[config.mk]
export PLATFORM = sky130hd
export DESIGN_NAME = dsp_mac_scheduler
export DESIGN_NICKNAME = d
export VERILOG_FILES = /design/src/rtl/dsp_mac_scheduler.sv
export SDC_FILE = /design/constraint.sdc
export NUM_CORES = 1
export LEC_CHECK = 0
export CAP_MARGIN = 20
export CORE_ASPECT_RATIO = 0.75
export CORE_MARGIN = 2
export CORE_UTILIZATION = 50
export CTS_BUF_LIST = sky130_fd_sc_hd__clkbuf_4 sky130_fd_sc_hd__clkbuf_8 sky130_fd_sc_hd__clkbuf_16
export DETAILED_ROUTE_END_ITERATION = 8
export DONT_BUFFER_PORTS = 1
export MAX_ROUTING_LAYER = met4
export SYNTH_ARGS = -nofsm -noshare
export SYNTH_HDL_FRONTEND = slang
export SYNTH_SLANG_ARGS = --single-unit
[constraint.sdc]
create_clock -name clk -period 2.6 [get_ports clk]
set_clock_uncertainty 0.15 [all_clocks]
set_input_delay 0.39 -clock clk [delete_from_list [all_inputs] [get_ports clk]]
set_output_delay 0.39 -clock clk [all_outputs]
set_load 0.05 [all_outputs]
[src/rtl/dsp_mac_scheduler.sv]
// Job scheduler for a shared pre-adder/multiply/accumulate datapath.
// Two requesters arbitrate round-robin for the MAC; the granted job streams
// len operand beats through the external mux, the scheduler sequences the
// MAC register enables, then holds the captured result until it is accepted.
module dsp_mac_scheduler #(
  parameter int LEN_W = 8,
  parameter int P_W   = 48
) (
  input  logic             clk,
  input  logic             reset,
  input  logic [1:0]       req_valid,
  input  logic [LEN_W-1:0] req_len0,
  input  logic [LEN_W-1:0] req_len1,
  output logic [1:0]       req_ready,
  output logic             op_sel,
  input  logic             op_valid,
  output logic             op_ready,
  output logic             mac_in_ce,
  output logic             mac_acc_ce,
  output logic             mac_sel_c_or_p,
  output logic             mac_clr,
  input  logic [P_W-1:0]   mac_p,
  output logic             res_valid,
  input  logic             res_ready,
  output logic [P_W-1:0]   res_p,
  output logic             res_id,
  output logic             res_empty
);

  typedef enum logic [2:0] {IDLE, LOAD, ACCUM, DRAIN1, DRAIN2, DONE} state_t;

  state_t           state_q, state_d;
  logic             owner_q, owner_d;
  logic             last_gnt_q, last_gnt_d;
  logic [LEN_W-1:0] rem_q, rem_d;
  logic             acc_vld_q, acc_vld_d;   // input-reg stage holds a beat
  logic             first_q, first_d;       // that beat is the job's first
  logic [P_W-1:0]   res_p_q, res_p_d;
  logic             res_id_q, res_id_d;
  logic             res_empty_q, res_empty_d;

  logic             gnt, gnt_id, in_ce, streaming;
  logic [LEN_W-1:0] gnt_len;

  // Next-state, arbitration and beat pipe computation
  always_comb begin
    state_d     = state_q;
    owner_d     = owner_q;
    last_gnt_d  = last_gnt_q;
    rem_d       = rem_q;
    res_p_d     = res_p_q;
    res_id_d    = res_id_q;
    res_empty_d = res_empty_q;
    gnt         = 1'b0;
    gnt_id      = 1'b0;
    gnt_len     = '0;
    streaming   = (state_q == LOAD) || (state_q == ACCUM);
    in_ce       = streaming && op_valid;

    case (state_q)
      IDLE: begin
        if (req_valid != 2'b00) begin
          gnt     = 1'b1;
          // On a tie, hand the MAC to whoever did not have it last
          gnt_id  = (req_valid == 2'b11) ? ~last_gnt_q : req_valid[1];
          gnt_len = gnt_id ? req_len1 : req_len0;
          owner_d = gnt_id;
          if (gnt_len == '0) begin
            state_d     = DONE;
            res_p_d     = '0;
            res_id_d    = gnt_id;
            res_empty_d = 1'b1;
          end else begin
            state_d = LOAD;
            rem_d   = gnt_len;
          end
        end
      end
      LOAD, ACCUM: begin
        if (op_valid) begin
          rem_d   = rem_q - 1'b1;
          state_d = (rem_q == LEN_W'(1)) ? DRAIN1 : ACCUM;
        end
      end
      DRAIN1: state_d = DRAIN2;
      DRAIN2: begin
        res_p_d     = mac_p;
        res_id_d    = owner_q;
        res_empty_d = 1'b0;
        state_d     = DONE;
      end
      DONE: begin
        if (res_ready) begin
          state_d    = IDLE;
          last_gnt_d = owner_q;
        end
      end
      default: state_d = IDLE;
    endcase

    // Accumulator stage follows the input stage by one cycle; the first
    // beat of a job is the only one ever accepted in LOAD.
    acc_vld_d = in_ce;
    first_d   = in_ce && (state_q == LOAD);
  end

  // State registers; reset aborts any job in flight
  always_ff @(posedge clk) begin
    if (!reset) begin
      state_q     <= IDLE;
      owner_q     <= 1'b0;
      last_gnt_q  <= 1'b1;
      rem_q       <= '0;
      acc_vld_q   <= 1'b0;
      first_q     <= 1'b0;
      res_p_q     <= '0;
      res_id_q    <= 1'b0;
      res_empty_q <= 1'b0;
    end else begin
      state_q     <= state_d;
      owner_q     <= owner_d;
      last_gnt_q  <= last_gnt_d;
      rem_q       <= rem_d;
      acc_vld_q   <= acc_vld_d;
      first_q     <= first_d;
      res_p_q     <= res_p_d;
      res_id_q    <= res_id_d;
      res_empty_q <= res_empty_d;
    end
  end

  // Outputs are forced to their idle values while reset is asserted,
  // since the synchronous reset has not yet reached the flops.
  assign req_ready      = (reset && gnt) ? (gnt_id ? 2'b10 : 2'b01) : 2'b00;
  assign op_sel         = reset && owner_q;
  assign op_ready       = reset && streaming;
  assign mac_in_ce      = reset && in_ce;
  assign mac_acc_ce     = reset && acc_vld_q;
  assign mac_sel_c_or_p = reset && first_q;
  assign mac_clr        = !reset || (state_q == IDLE);
  assign res_valid      = reset && (state_q == DONE);
  assign res_p          = res_p_q;
  assign res_id         = res_id_q;
  assign res_empty      = res_empty_q;

endmodule

==> flow_summary.toml <==
[synth]
netlist.area_leader.share_pct = 48.94
synth.distinct_cells = 50
synthTopCellsByArea = "dfxtp_1, a22o_1, a21oi_1"
ys.warnings.count = 0
syn_nets = 336
ys_seq_area_share_pct = 48.94
synthTopCellsByCount = "dfxtp_1, a22o_1, nand2_1, nor2_1, a21oi_1"
synth_top_cell_by_area = "dfxtp_1"
synth_edf_count = 0
synth.avg_cell_area_sq_um = 10.07
syn_area_sq_um = 2659
synth_ff_type = "dfxtp_1"
yosys_register_bits = 65
async_flop_share_pct = 0
netlist_instances = 264
yosysMostFrequentCell = "dfxtp_1"

[detailed_routing]
drt_iter0_markers = 128
final_antenna_net_count = 0
wire_per_inst_um = 17.57
first_pass_iters = 4
route.detailed.drc = 0
vias = 2027
avgViaCountPerCell = 5.910
drt-total-wl_mm = 6.026

[sta]
tightestPinTransition_ns = 1.026
fin_crit_sh_pct = 91.94
rsz0062_at_grt = "no"
hold_viol_final = 0
timing.fmax_mhz = 418.3
slew_viol_final = 0
setup_viol = 0
period_needed_ns = 2.390
fin_tns_setup_ns = 0
relSlewSlack_pct = 31.47

[floorplanning]
chipHeight_um = 67.15
initial_core_util_pct = 53.07
die_w_um = 88.20
dieArea_sq_um = 5923
core_sq_um = 5010
io_pins = 129
row_count = 22

[global_route]
antenna_found_initial = 0
grt_use_total_pct = 21.10
grt_overflow = 0
grt_max_degree = 49
grt_pass1_vias = 1843
grt_pass1_wl_mm = 9.018

[worst_hold_path]
hold_start = "res_ready"
hp-class = "in2reg"
holdPathStages = 1

[critical_path]
crit_arrival_ns = 1.85
max_stage_delay_ns = 0.61
reg2reg_slack_ns = 0.30
worst_r2r_endpoint = "res_p[8]"
crit_buf_inv = 1
rr_startpoint = "state_q[0]"
crit_type = "reg2out"
crit_family = "flip-flops"
cp_slowest_cell = "dfxtp_1"
path_cells = "nand2b_1 > a21o_1 > nor2_1 > buf_4"
reg2reg_depth = 5
worstSetupStartpointType = "flip-flop"
critical_path_required_ns = 2.06
crit_end = "op_ready"
crit_cells = 4
crit_start = "state_q[0]"
cp_max_fo = 16
cp-end-kind = "output port"

[clock_network]
cts_hold_buf = 1
numCtsBuffers = 9
path_clk_slew_ns = 0.07
cts_tree = "built"
cts.sinks = 65
postCtsSetupBuffers = 0
cts-htree-levels = 3
cts.path.max_buffers = 2
root_buffer = "clkbuf_8"
clock_latency_ns = 0.33
cts.repair.resized = 0

[placement]
portBuffers = 0
place.gp.congestion = 0.8212
dp_cells = 326
dp_hpwl_mm = 4.277

[power]
power_mw = 3.187
ir_drop_mv = 0.4267
powerDensity_nw_per_um2 = 1068
leakage_nw = 1.182

[layout]
diodes = 0
syn2layout_area_growth_pct = 12.28
fin_cells = 343
drive_gt1_share_pct = 14.02
final_nets = 338

[flow_run]
drv_cap = 0

[status]
status = "finished clean"
-- per-stage QoR --
stage	setup WS, ns	cell area [sq um]	hold WS [ns]	utilization (%)
2_1_floorplan	0.4768	2659	0.2990	-
3_3_place_gp	0.3414	2718	0.3034	54.25
3_5_place_dp	0.2955	2718	0.3063	54.25
4_1_cts	0.2198	2985	0.007886	59.59
5_1_grt	0.07566	2985	0.004414	59.59
6_report	0.2096	2985	0.02503	59.59
-- final cells by class --
| class | instances | area (sq um) |
|---|---|---|
| clock buffer | 12 | 158.9 |
| clock inverter | 4 | 98.84 |
| fill | 431 | 2024 |
| inverter | 5 | 18.77 |
| multi-input combinational | 175 | 1240 |
| sequential | 65 | 1301 |
| tap | 72 | 90.09 |
| timing repair buffer | 10 | 77.57 |
-- cells in the final DEF (no fill, tap or decap), drive strengths merged, types with 5 or more instances in the layout --
master and count:
dfxtp 65, a22o 48, nand2 21, nor2 19, a21oi 18, clkbuf 12
buf 9, o21ai 8, nor4 6, nand2b 5, and2 5
-- worst register-to-register path, delay by kind of cell, from the launching register on --
family	cells	cell delay, ns
compound gates	2	0.38
flops	1	0.61
simple gates	3	1.10
-- report_power, final --
part | switching, mW | internal [mW] | total, mW
clock | 0.371 | 0.702 | 1.07
sequential | 0.388 | 1.12 | 1.51
combinational | 0.360 | 0.244 | 0.604
-- logic make-up (layout without fill, tap and decap cells) --
logic type	count (synthesis)	after routing	synth area share, %
mux	4	4	1.553
compound gates	100	100	29.46
flops	65	65	48.94
fa+ha+maj	2	2	0.9410
buf+inv	24	31	4.894
simple gates	69	69	14.21
-- sequential cells by signal, indices dropped and copies added (netlist names) --
name	flops
first_q	1
rem_q	8
owner_q	1
last_gnt_q	1
res_p	48
res_empty	1
res_id	1
acc_vld_q	1
state_q	3
-- layer usage --
layer  global-route usage, %  wire length, um
met2                   25.00             2392
met4                   9.659               78
met5                       -                0
met1                   30.09             2810
met3                   8.924              744
-- how the worst min path moves through the flow --
stage / endpoint
final: state_q[2]
after global routing: res_p[40]
after CTS: state_q[2]
after detailed placement: last_gnt_q
after global placement: last_gnt_q
after floorplan: rem_q[1]
(Power assumes the default switching activity.)
